[src/rtl/alu_pkg.sv]
`default_nettype none
// +----------------------------------------------------------------------------+
// | Module   : alu_pkg                                                         |
// | Purpose  : Shared opcode encodings, legality check and sequencer FSM state |
// |            encoding for the ALU command sequencer.                         |
// | Ports    : none (package)                                                  |
// | Revision : 1.0 - initial release                                           |
// +----------------------------------------------------------------------------+
package alu_pkg;

   // ALU opcodes
   localparam logic [2:0] ALU_ADD  = 3'd0;
   localparam logic [2:0] ALU_LS   = 3'd1;
   localparam logic [2:0] ALU_AND  = 3'd2;
   localparam logic [2:0] ALU_XOR  = 3'd3;
   localparam logic [2:0] ALU_CMP  = 3'd4;
   localparam logic [2:0] ALU_IDLE = 3'd7;

   // Sequencer FSM states
   localparam logic [1:0] ST_IDLE = 2'd0;
   localparam logic [1:0] ST_LOAD = 2'd1;
   localparam logic [1:0] ST_RESP = 2'd2;

   function automatic logic is_legal_op(input logic [2:0] op);
      return (op <= ALU_CMP);
   endfunction

endpackage
`default_nettype wire

[src/rtl/alu_cmd_sequencer_if.sv]
`default_nettype none
// +----------------------------------------------------------------------------+
// | Module   : alu_cmd_sequencer_if                                            |
// | Purpose  : Bundles the command, ALU-drive and response channels of the     |
// |            ALU command sequencer.                                          |
// | Ports    : cmd_* (command in), alu_* (ALU operands/opcode out, result in), |
// |            rsp_* (response out), busy.                                     |
// |            modport slave  : the sequencer                                  |
// |            modport master : the environment (command source, ALU, sink)    |
// | Revision : 1.0 - initial release                                           |
// +----------------------------------------------------------------------------+
interface alu_cmd_sequencer_if #(
   parameter int DATA_W = 8,
   parameter int OP_W   = 3
);
   logic              cmd_valid;
   logic              cmd_ready;
   logic [DATA_W-1:0] cmd_a;
   logic [DATA_W-1:0] cmd_b;
   logic [OP_W-1:0]   cmd_op;

   logic [DATA_W-1:0] alu_a;
   logic [DATA_W-1:0] alu_b;
   logic [OP_W-1:0]   alu_choice;
   logic [DATA_W-1:0] alu_result;

   logic              rsp_valid;
   logic              rsp_ready;
   logic [DATA_W-1:0] rsp_data;
   logic [OP_W-1:0]   rsp_op;
   logic              rsp_err;

   logic              busy;

   modport slave (
      input  cmd_valid, cmd_a, cmd_b, cmd_op, alu_result, rsp_ready,
      output cmd_ready, alu_a, alu_b, alu_choice,
      output rsp_valid, rsp_data, rsp_op, rsp_err, busy
   );

   modport master (
      output cmd_valid, cmd_a, cmd_b, cmd_op, alu_result, rsp_ready,
      input  cmd_ready, alu_a, alu_b, alu_choice,
      input  rsp_valid, rsp_data, rsp_op, rsp_err, busy
   );
endinterface
`default_nettype wire

[src/rtl/alu_cmd_fifo.sv]
`default_nettype none
// +----------------------------------------------------------------------------+
// | Module   : alu_cmd_fifo                                                    |
// | Purpose  : Synchronous DEPTH x WIDTH FIFO holding packed {a, b, op}        |
// |            commands. Head entry is presented combinationally on rd_data.  |
// | Ports    : clk, rst (async high), push/wr_data, pop/rd_data,               |
// |            full, empty, count                                              |
// | Revision : 1.0 - initial release                                           |
// +----------------------------------------------------------------------------+
module alu_cmd_fifo #(
   parameter int WIDTH = 19,
   parameter int DEPTH = 4,
   parameter int AW    = $clog2(DEPTH)
) (
   input  wire logic             clk,
   input  wire logic             rst,
   input  wire logic             push,
   input  wire logic [WIDTH-1:0] wr_data,
   input  wire logic             pop,
   output logic      [WIDTH-1:0] rd_data,
   output logic                  full,
   output logic                  empty,
   output logic      [AW:0]      count
);

   logic [WIDTH-1:0] mem_q [DEPTH];
   logic [AW-1:0]    wr_ptr_q, wr_ptr_d;
   logic [AW-1:0]    rd_ptr_q, rd_ptr_d;
   logic [AW:0]      count_q, count_d;
   logic             do_push;
   logic             do_pop;

   assign full    = (count_q == (AW+1)'(DEPTH));
   assign empty   = (count_q == '0);
   assign count   = count_q;
   assign rd_data = mem_q[rd_ptr_q];

   // Guard against overflow/underflow regardless of caller behaviour
   assign do_push = push && !full;
   assign do_pop  = pop && !empty;

   always_comb begin
      wr_ptr_d = wr_ptr_q;
      rd_ptr_d = rd_ptr_q;
      count_d  = count_q;
      if (do_push) wr_ptr_d = wr_ptr_q + AW'(1);
      if (do_pop)  rd_ptr_d = rd_ptr_q + AW'(1);
      case ({do_push, do_pop})
         2'b10:   count_d = count_q + (AW+1)'(1);
         2'b01:   count_d = count_q - (AW+1)'(1);
         default: count_d = count_q;
      endcase
   end

   always_ff @(posedge clk or posedge rst) begin
      if (rst) begin
         wr_ptr_q <= '0;
         rd_ptr_q <= '0;
         count_q  <= '0;
      end else begin
         wr_ptr_q <= wr_ptr_d;
         rd_ptr_q <= rd_ptr_d;
         count_q  <= count_d;
      end
   end

   // Storage needs no reset: entries are only read when count says valid
   always_ff @(posedge clk) begin
      if (do_push) mem_q[wr_ptr_q] <= wr_data;
   end

endmodule
`default_nettype wire

[src/rtl/alu_cmd_sequencer.sv]
`default_nettype none
// +----------------------------------------------------------------------------+
// | Module   : alu_cmd_sequencer                                               |
// | Purpose  : Buffers {a, b, op} commands, drives them one at a time into a   |
// |            combinational ALU, captures the result and returns             |
// |            {result, op, err}. An IDLE opcode is always driven between     |
// |            commands so the ALU's choice input changes every command.      |
// | Ports    : clk, rst (async high), bus (alu_cmd_sequencer_if.slave)         |
// | Revision : 1.0 - initial release                                           |
// +----------------------------------------------------------------------------+
module alu_cmd_sequencer
   import alu_pkg::*;
#(
   parameter int DATA_W = 8,
   parameter int OP_W   = 3,
   parameter int DEPTH  = 4
) (
   input wire logic          clk,
   input wire logic          rst,
   alu_cmd_sequencer_if.slave bus
);

   localparam int FE_W = 2*DATA_W + OP_W;
   localparam int AW   = $clog2(DEPTH);

   logic [FE_W-1:0]   fifo_head;
   logic              fifo_full;
   logic              fifo_empty;
   logic [AW:0]       fifo_count;
   logic              fifo_push;
   logic              fifo_pop;
   logic [DATA_W-1:0] head_a;
   logic [DATA_W-1:0] head_b;
   logic [OP_W-1:0]   head_op;

   logic [1:0]        state_q, state_d;
   logic [DATA_W-1:0] alu_a_q, alu_a_d;
   logic [DATA_W-1:0] alu_b_q, alu_b_d;
   logic [OP_W-1:0]   alu_choice_q, alu_choice_d;
   logic              rsp_valid_q, rsp_valid_d;
   logic [DATA_W-1:0] rsp_data_q, rsp_data_d;
   logic [OP_W-1:0]   rsp_op_q, rsp_op_d;
   logic              rsp_err_q, rsp_err_d;

   // cmd_ready is held low throughout reset so nothing is accepted then
   assign bus.cmd_ready = !fifo_full && !rst;
   assign fifo_push     = bus.cmd_valid && bus.cmd_ready;
   assign fifo_pop      = (state_q == ST_IDLE) && !fifo_empty;

   assign head_a  = fifo_head[FE_W-1 -: DATA_W];
   assign head_b  = fifo_head[OP_W +: DATA_W];
   assign head_op = fifo_head[OP_W-1:0];

   alu_cmd_fifo #(
      .WIDTH (FE_W),
      .DEPTH (DEPTH)
   ) u_fifo (
      .clk     (clk),
      .rst     (rst),
      .push    (fifo_push),
      .wr_data ({bus.cmd_a, bus.cmd_b, bus.cmd_op}),
      .pop     (fifo_pop),
      .rd_data (fifo_head),
      .full    (fifo_full),
      .empty   (fifo_empty),
      .count   (fifo_count)
   );

   // State register
   always_ff @(posedge clk or posedge rst) begin
      if (rst) state_q <= ST_IDLE;
      else     state_q <= state_d;
   end

   // Next-state logic
   always_comb begin
      state_d = state_q;
      case (state_q)
         ST_IDLE: if (!fifo_empty)   state_d = ST_LOAD;
         ST_LOAD:                    state_d = ST_RESP;
         ST_RESP: if (bus.rsp_ready) state_d = ST_IDLE;
         default:                    state_d = ST_IDLE;
      endcase
   end

   // Output-register next values
   always_comb begin
      alu_a_d      = alu_a_q;
      alu_b_d      = alu_b_q;
      alu_choice_d = alu_choice_q;
      rsp_valid_d  = rsp_valid_q;
      rsp_data_d   = rsp_data_q;
      rsp_op_d     = rsp_op_q;
      rsp_err_d    = rsp_err_q;
      case (state_q)
         ST_IDLE: begin
            alu_choice_d = ALU_IDLE;
            if (!fifo_empty) begin
               alu_a_d  = head_a;
               alu_b_d  = head_b;
               rsp_op_d = head_op;
               // Illegal opcodes never reach the ALU choice input
               if (is_legal_op(head_op)) alu_choice_d = head_op;
            end
         end
         ST_LOAD: begin
            rsp_data_d   = is_legal_op(rsp_op_q) ? bus.alu_result : '0;
            rsp_err_d    = !is_legal_op(rsp_op_q);
            rsp_valid_d  = 1'b1;
            alu_choice_d = ALU_IDLE;
         end
         ST_RESP: begin
            if (bus.rsp_ready) rsp_valid_d = 1'b0;
         end
         default: begin
            alu_choice_d = ALU_IDLE;
            rsp_valid_d  = 1'b0;
         end
      endcase
   end

   always_ff @(posedge clk or posedge rst) begin
      if (rst) begin
         alu_a_q      <= '0;
         alu_b_q      <= '0;
         alu_choice_q <= ALU_IDLE;
         rsp_valid_q  <= 1'b0;
         rsp_data_q   <= '0;
         rsp_op_q     <= '0;
         rsp_err_q    <= 1'b0;
      end else begin
         alu_a_q      <= alu_a_d;
         alu_b_q      <= alu_b_d;
         alu_choice_q <= alu_choice_d;
         rsp_valid_q  <= rsp_valid_d;
         rsp_data_q   <= rsp_data_d;
         rsp_op_q     <= rsp_op_d;
         rsp_err_q    <= rsp_err_d;
      end
   end

   assign bus.alu_a      = alu_a_q;
   assign bus.alu_b      = alu_b_q;
   assign bus.alu_choice = alu_choice_q;
   assign bus.rsp_valid  = rsp_valid_q;
   assign bus.rsp_data   = rsp_data_q;
   assign bus.rsp_op     = rsp_op_q;
   assign bus.rsp_err    = rsp_err_q;
   assign bus.busy       = (fifo_count != '0) || (state_q != ST_IDLE);

endmodule
`default_nettype wire

[src/flat_wrapper.sv]
// flat-port wrapper written by rule: the top's interface ports become plain ports
module alu_cmd_sequencer_flat import alu_pkg::*;
#(
   parameter int DATA_W = 8,
   parameter int OP_W   = 3,
   parameter int DEPTH  = 4
)
  (clk, rst, bus_cmd_valid, bus_cmd_a, bus_cmd_b, bus_cmd_op, bus_alu_result, bus_rsp_ready, bus_cmd_ready, bus_alu_a, bus_alu_b, bus_alu_choice, bus_rsp_valid, bus_rsp_data, bus_rsp_op, bus_rsp_err, bus_busy);
  alu_cmd_sequencer_if #(.DATA_W(DATA_W), .OP_W(OP_W)) bus_i ();
  input wire logic clk;
  input wire logic rst;
  input wire logic [$bits(bus_i.cmd_valid)-1:0] bus_cmd_valid;
  input wire logic [$bits(bus_i.cmd_a)-1:0] bus_cmd_a;
  input wire logic [$bits(bus_i.cmd_b)-1:0] bus_cmd_b;
  input wire logic [$bits(bus_i.cmd_op)-1:0] bus_cmd_op;
  input wire logic [$bits(bus_i.alu_result)-1:0] bus_alu_result;
  input wire logic [$bits(bus_i.rsp_ready)-1:0] bus_rsp_ready;
  output wire logic [$bits(bus_i.cmd_ready)-1:0] bus_cmd_ready;
  output wire logic [$bits(bus_i.alu_a)-1:0] bus_alu_a;
  output wire logic [$bits(bus_i.alu_b)-1:0] bus_alu_b;
  output wire logic [$bits(bus_i.alu_choice)-1:0] bus_alu_choice;
  output wire logic [$bits(bus_i.rsp_valid)-1:0] bus_rsp_valid;
  output wire logic [$bits(bus_i.rsp_data)-1:0] bus_rsp_data;
  output wire logic [$bits(bus_i.rsp_op)-1:0] bus_rsp_op;
  output wire logic [$bits(bus_i.rsp_err)-1:0] bus_rsp_err;
  output wire logic [$bits(bus_i.busy)-1:0] bus_busy;
  assign bus_i.cmd_valid = bus_cmd_valid;
  assign bus_i.cmd_a = bus_cmd_a;
  assign bus_i.cmd_b = bus_cmd_b;
  assign bus_i.cmd_op = bus_cmd_op;
  assign bus_i.alu_result = bus_alu_result;
  assign bus_i.rsp_ready = bus_rsp_ready;
  assign bus_cmd_ready = bus_i.cmd_ready;
  assign bus_alu_a = bus_i.alu_a;
  assign bus_alu_b = bus_i.alu_b;
  assign bus_alu_choice = bus_i.alu_choice;
  assign bus_rsp_valid = bus_i.rsp_valid;
  assign bus_rsp_data = bus_i.rsp_data;
  assign bus_rsp_op = bus_i.rsp_op;
  assign bus_rsp_err = bus_i.rsp_err;
  assign bus_busy = bus_i.busy;
  alu_cmd_sequencer #(.DATA_W(DATA_W), .OP_W(OP_W), .DEPTH(DEPTH)) u_core (.clk(clk), .rst(rst), .bus(bus_i));
endmodule
[config.mk]
export PLATFORM = sky130hd
export DESIGN_NAME = alu_cmd_sequencer_flat
export DESIGN_NICKNAME = d
export VERILOG_FILES = /design/src/rtl/alu_pkg.sv /design/src/rtl/alu_cmd_sequencer_if.sv /design/src/rtl/alu_cmd_fifo.sv /design/src/rtl/alu_cmd_sequencer.sv /design/src/flat_wrapper.sv
export SDC_FILE = /design/constraint.sdc
export NUM_CORES = 1
export LEC_CHECK = 0
export BUFFER_PORTS_ARGS = -buffer_cell sky130_fd_sc_hd__buf_2
export CAP_MARGIN = 10
export CELL_PAD_IN_SITES_DETAIL_PLACEMENT = 1
export CELL_PAD_IN_SITES_GLOBAL_PLACEMENT = 1
export CORE_MARGIN = 2
export CORE_UTILIZATION = 37
export DETAILED_ROUTE_END_ITERATION = 8
export HOLD_SLACK_MARGIN = 0.03
export PLACE_DENSITY_LB_ADDON = 0.1
export SETUP_SLACK_MARGIN = 0.5
export SLEW_MARGIN = 10
export SYNTH_ARGS = -nofsm -noshare
export SYNTH_HDL_FRONTEND = slang
export SYNTH_HIERARCHICAL = 1
export SYNTH_SLANG_ARGS = --single-unit
[constraint.sdc]
create_clock -name clk -period 5 [get_ports clk]
set_input_delay 0.25 -clock clk [delete_from_list [all_inputs] [get_ports clk]]
set_output_delay 0.25 -clock clk [all_outputs]
set_load 0.01 [all_outputs]
=== Word level (Yosys, flattened, before mapping) ===
Memories as Yosys holds them, arrays and structs flattened.
Index checks and enable logic that the tools add are counted.

* Bits in registers: 41
* Bits in latches: 0
* Bits in writable memories: 76
* Bits in read-only memories: 0
* Input port bits: 31
* Output and inout bits: 34
* Logic and storage cells: 57
* Memories kept: 1

{| class="wikitable"
|+ Memories
! name !! words !! width !! read ports !! clocked after Yosys merged registers in !! write ports !! line !! text
|-
| u_core.u_fifo.mem_q || 4 || 19 || 1 || 0 || 1 || alu_cmd_fifo.sv:26 || <nowiki>logic [WIDTH-1:0] mem_q [DEPTH];</nowiki>
|}

* Add/subtract/negate cells: 4
* Multipliers: 0
* Divide/modulo/power cells: 0
* $lt $le $gt $ge: 2
* Eq/ne operators: 7
* Shift operators: 0
* Mux-type cells: 12
* Bitwise gates (word level): 2
* Reduce and logical (&&, ||, !) cells: 18

{| class="wikitable"
|+ Operator list
! cell !! count
|-
| $pmux W3 S2 || 2
|-
| $mux W8 || 1
|-
| $le A3 B3 Y1 const B || 2
|-
| $mux W3 || 2
|-
| $pmux W2 S3 || 1
|-
| $reduce_and A2 Y1 || 3
|-
| $logic_and A1 B1 Y1 || 5
|-
| $add A2 B1 Y2 const B || 2
|-
| $eq A2 B1 Y1 const B || 2
|-
| $eq A2 B2 Y1 const B || 2
|-
| $logic_not A1 Y1 || 4
|-
| $mux W2 || 2
|-
| $ne A2 B2 Y1 const B || 2
|-
| $reduce_bool A2 Y1 || 2
|-
| $add A3 B1 Y3 const B || 1
|-
| $eq A3 B3 Y1 const B || 1
|-
| $logic_not A3 Y1 || 1
|-
| $mux W1 || 3
|-
| $pmux W1 S3 || 1
|-
| $reduce_bool A3 Y1 || 1
|-
| $sub A3 B1 Y3 const B || 1
|-
| $logic_not A2 Y1 || 1
|-
| $not A1 Y1 || 2
|-
| $logic_or A1 B1 Y1 || 1
|}

=== Logic depth before layout (Yosys ltp) ===
* Depth in word-level cells: 7
* Mapped depth: 11
* Depth with buffers taken out: 11

=== Cells and area by module ===
The synthesis kept the hierarchy.

{| class="wikitable"
|+ By module, submodules not included
! module !! instances !! cells an instance !! area each (um^2) !! sequential area each (um^2)
|-
| alu_cmd_fifo || 1 || 137 || 3,189.3 || 2,457.4
|-
| alu_cmd_sequencer || 1 || 97 || 1,382.6 || 854.6
|}

=== Worst setup path after synthesis ===
OpenSTA, ideal clock, no wires.

* Path type: register to register
* Start point: reg u_core.u_fifo.count_q[0], in the netlist u_core/u_fifo/count[0]
* End point: reg u_core.u_fifo.count_q[2], in the netlist u_core/u_fifo/count[2]
* Library setup time: 0.079 ns
* Arrival: 2.113 ns
* Required time: 4.921 ns
* Setup slack: 2.808 ns
* Cell stages (with the launch flop): 12
* Buffers on the path: 0
* Clock period less this slack: 2.192 ns
* Cell sequence: dfrtp_1 nor3b_4 nor2_1 and2_1 nor2b_4 inv_1 ha_1 inv_1 fa_1 xor2_1 nor2_1 xor2_1

* Longest elaborated chain between the ends: 7
* Elaborated cells between the ends (all ways): 15
* Classes of those cells: add/sub: 2; eq/ne: 3; mux: 1; reduce/logical: 9

{| class="wikitable"
|+ Ends and longest elaborated chain
! element !! line !! text
|-
| start: declaration || alu_cmd_fifo.sv:29 || <nowiki>logic [AW:0] count_q, count_d;</nowiki>
|-
| start signal: assignment || alu_cmd_fifo.sv:63 || <nowiki>count_q <= count_d;</nowiki>
|-
| $eq A3 B3 Y1 * || alu_cmd_fifo.sv:33 || <nowiki>assign full = (count_q == (AW+1)'(DEPTH));</nowiki>
|-
| net u_core.fifo_full || alu_cmd_sequencer.sv:27 || <nowiki>logic fifo_full;</nowiki>
|-
| $logic_not A1 Y1 * || alu_cmd_sequencer.sv:46 || <nowiki>assign bus.cmd_ready = !fifo_full && !rst;</nowiki>
|-
| $logic_and A1 B1 Y1 * || alu_cmd_sequencer.sv:46 ||
|-
| net bus_cmd_ready || flat_wrapper.sv:18 || <nowiki>output wire logic [$bits(bus_i.cmd_ready)-1:0] bus_cmd_ready;</nowiki>
|-
| $logic_and A1 B1 Y1 * || alu_cmd_sequencer.sv:47 || <nowiki>assign fifo_push = bus.cmd_valid && bus.cmd_ready;</nowiki>
|-
| net u_core.fifo_push || alu_cmd_sequencer.sv:30 || <nowiki>logic fifo_push;</nowiki>
|-
| $logic_and A1 B1 Y1 * || alu_cmd_fifo.sv:39 || <nowiki>assign do_push = push && !full;</nowiki>
|-
| $eq A2 B1 Y1 or $eq A2 B2 Y1 (tied branches) || alu_cmd_fifo.sv:48 || <nowiki>case ({do_push, do_pop})</nowiki>
|-
| $pmux W3 S2 or $reduce_bool A2 Y1 (tied branches) || -- ||
|}

The timed path passes the listed nets; every way through them passes the cells marked *.
A chain may end at the register's enable or synchronous reset.

=== Worst setup path after layout ===
* Start point: reg u_core.state_q[0]
* End point: reg u_core.u_fifo.count_q[2], in the netlist u_core/u_fifo/count[2]

* Longest elaborated chain between the ends: 5
* Elaborated cells between the ends (all ways): 7
* Classes of those cells: eq/ne: 2; mux: 1; reduce/logical: 4

{| class="wikitable"
|+ Ends and longest elaborated chain
! element !! line !! text
|-
| start: declaration || alu_cmd_sequencer.sv:36 || <nowiki>logic [1:0] state_q, state_d;</nowiki>
|-
| start signal: assignment || alu_cmd_sequencer.sv:72 || <nowiki>else state_q <= state_d;</nowiki>
|-
| $logic_not A2 Y1 * || alu_cmd_sequencer.sv:48 || <nowiki>assign fifo_pop = (state_q == ST_IDLE) && !fifo_empty;</nowiki>
|-
| $logic_and A1 B1 Y1 * || alu_cmd_sequencer.sv:48 ||
|-
| $logic_and A1 B1 Y1 * || alu_cmd_fifo.sv:40 || <nowiki>assign do_pop = pop && !empty;</nowiki>
|-
| net u_core.u_fifo.do_pop || alu_cmd_fifo.sv:31 || <nowiki>logic do_pop;</nowiki>
|-
| $eq A2 B1 Y1 or $eq A2 B2 Y1 (tied branches) || alu_cmd_fifo.sv:48 ||
|-
| $pmux W3 S2 or $reduce_bool A2 Y1 (tied branches) || -- ||
|}

Marks and branches as above.

==> metrics.md <==
| Metric | Value |
|---|---|
| FF+latch count, synth | `117` |
| Largest net degree at the start of global routing | `29` |
| Post-synthesis sequential area ratio | `72.4%` |
| Initial antenna violation count | `0` |
| WP data arrival | `2.83 ns` |
| Mapped Cells | `between 200 and 250` |
| Setup-failing EPs final | `0` |
| Initial Utilization | `37.9%` |
| Worst Setup Start Kind | `register` |
| Sum Neg Setup Slack | `0 ns` |
| Worst skew pair latency | `0.40 ns` |
| Max Fclk | `0.397 GHz` |
| Max Buffers Root-to-Sink | `2` |
| Max transition margin | `33.5%` |
| Std-Cell Rows | `40` |
| Yosys cell types | `33` |
| Drt initial violations | `approximately 120` |
| Slew at the pin closest to its max-slew limit | `0.998 ns` |
| H-Tree Depth | `4` |
| Area growth, synth to finish | `23.4%` |
| Seq. cell area | `approximately 0.0033 mm^2` |
| Die area | `0.0133 mm^2` |
| Max cap viols | `0` |
| Vias/cell | `approximately 4.7` |
| Filler cells | `around 1200` |
| Pwr/cell area | `649 mW/mm^2` |
| Mean Syn Cell Area | `approximately 20 um^2` |
| Worst path required time | `5.31 ns` |
| Total CTS buffers | `17` |
| Placed Cells | `approximately 460` |
| Port Buffer Count | `64` |
| Post_cts resized | `0` |
| Total wire length | `about 8600 um` |
| DRT Pass-1 Iters | `4` |
| Final hold violations | `0` |
| Synthesized area | `0.00457 mm^2` |
| Leakage | `2.15 nW` |
| Wire length of the first global-routing pass | `approximately 14000 um` |
| Worst Hold Margin | `0.0620 ns` |
| Syn Nets | `271` |
| Most frequent cells in the layout | `76 x edfxtp_1, 64 x buf_2, 38 x dfrtp_1, 20 x mux2_2, 19 x mux4_2` |
| Unrepaired setup endpoints after global routing | `false` |
| Yosys warnings | `6` |
| Post-route antenna net violation count | `0` |
| Finished Layout Cells | `492` |
| Nets@finish | `348` |
| Worst setup EP type | `register` |
| Max VDD drop | `between 0.2 and 0.3 mV` |
| All-Layer GR Usage | `between 10 and 15%` |
| Share of layout cells above drive strength 1 | `a little under half` |
| Antenna cell count | `0` |
| Core box area | `approximately 0.012 mm^2` |
| CP Class | `register to register` |
| Outcome | `finished, final reports clean` |
| I/O pin total | `65` |
| Postcts setup bufs | `0` |
| DR WL/cell | `17.5 um` |
| CTS Sinks | `~120` |
| Placer Congestion | `0.673` |
| Layout Skew | `between 0.008 and 0.009 ns` |
| CTS tree | `yes` |
| Post-layout util | `46.8%` |
| Root buf cell | `clkbuf_16` |
| Most common cell after layout, fill and taps aside | `edfxtp_1` |
| Pins Over Slew Limit | `0` |
| Type of the worst min-delay path | `input pin to register` |
| Die Ht | `115 um` |
| Final min period | `2.52 ns` |
| Vias in the first global route | `between 2000 and 3000` |
| Drc violations | `0` |
| Clock slew at reported path FFs | `0.05 ns` |
| Chip Width | `roughly 120 um` |
| Detailed Place HPWL | `5290 um` |
| Grt ovf | `0` |
| Worst-path fanout max | `23` |
| Fin crit share | `50.4%` |
| Multi-input gate area | `0.00115 mm^2` |
| Vias post-DR | `around 2300` |
## critical path, cell delays in order, from the launching register on
cell	delay, ns
dfrtp_1	0.55
nor3_4	0.22
buf_4	0.35
o31a_2	0.25
ha_1	0.19
inv_1	0.06
fa_1	0.37
xor2_1	0.15
nor2_1	0.12
xor2_1	0.17
## flip-flops by register name (all words and copies together) (netlist names)
register / count
u_core/u_fifo/mem_q: 76
u_core/bus.alu_a: 8
u_core/bus.alu_b: 8
u_core/bus.rsp_data: 8
u_core/bus.alu_choice: 3
u_core/bus.rsp_op: 3
u_core/u_fifo/count: 3
u_core/state_q: 2
u_core/u_fifo/rd_ptr_q: 2
u_core/u_fifo/wr_ptr_q: 2
u_core/bus.rsp_err: 1
u_core/bus.rsp_valid: 1
## timing repair
action / CTS / global route
setup endpoints to repair: 0 / 0
hold buffers: 1 / 0
endpoints found under the hold margin: 13 / 0
## through the flow
| stage | area, um^2 | setup WS [ns] | total power [mW] |
|---|---|---|---|
| 4_1_cts | 5640 | 2.43 | 3.73 |
| 2_1_floorplan | 4570 | 2.81 | 2.24 |
| 5_1_grt | 5640 | 2.26 | 3.89 |
| 3_5_place_dp | 5050 | 2.43 | 2.54 |
| 3_3_place_gp | 5050 | 2.55 | 2.52 |
| 6_report | 5640 | 2.48 | 3.66 |
## kinds of logic (layout without fill, tap and decap cells)
kind of cell	Yosys count	in the layout	synth area share, %
muxes	41	41	14.8
DFF	117	117	72.4
AOI/OAI and AO/OA	17	17	2.98
buffers and inverters	19	109	2.33
adders and majority gates	6	6	1.81
and+or+nand+nor	28	28	4.46
xor gates and xnor gates	6	6	1.15
## layer usage
metal	up-vias	track usage (%)	wire length, um
li1	1056	-	-
met1	1203	18.4	3810
met2	50	23.8	4330
met3	11	4.96	320
met4	0	6.02	127
met5	-	0	0
## worst paths after layout
path                                               startpoint                               endpoint  slack (ns)  cells after the start
setup / recovery                u_core/state_q[0]$_DFFE_PP0P_     u_core/u_fifo/count[2]$_DFFE_PP0P_        2.48                      9
hold / removal                                   bus_cmd_b[0]    u_core/u_fifo/mem_q[0][3]$_DFFE_PP_        0.06                      1
setup reg to reg                u_core/state_q[0]$_DFFE_PP0P_     u_core/u_fifo/count[2]$_DFFE_PP0P_        2.48                      9
hold reg to reg            u_core/bus.rsp_data[4]$_DFFE_PP0P_     u_core/bus.rsp_data[4]$_DFFE_PP0P_        0.48                      1
max in group asynchronous                                 rst   u_core/bus.alu_choice[2]$_DFFE_PP1P_        3.89                      4
min in group asynchronous                                 rst  u_core/u_fifo/rd_ptr_q[1]$_DFFE_PP0P_        0.35                      3
## power by group
part           switching, mW  internal, mW  total (mW)
logic                  0.467         0.548        1.02
registers              0.199          1.28        1.48
clock network          0.399         0.765        1.16
## Yosys cell counts, drive strengths merged
cell,number,share of area [%]
nand2,3,0.25
o2bb2ai,8,1.5
clkbuf,1,0.082
buf,9,1.5
mux2i,1,0.22
inv,9,0.74
edfxtp,76,50
dfrtp,38,21
o31a,1,0.22
fa,1,0.44
nand3b,8,1.3
mux2,21,5.3
nand2b,2,0.27
or3b,1,0.19
xor2,3,0.57
o21a,2,0.33
a21oi,2,0.22
nor2b,1,0.30
dfstp,3,1.7
o21ai,1,0.11
xnor2,3,0.57
nor2,3,0.25
a2bb2oi,3,0.57
and2,5,0.79
ha,5,1.4
nor3b,1,0.41
nor3,4,0.68
mux4,19,9.4
## cell type report
class / count / area share, %
tap: 168 / 3.73
timing repair buffer: 68 / 6.26
inverter: 9 / 0.599
clock buffer: 22 / 8.41
multi-input combinational: 98 / 20.5
clock inverter: 10 / 1.84
sequential: 117 / 58.7
(Power assumes the default switching activity.)
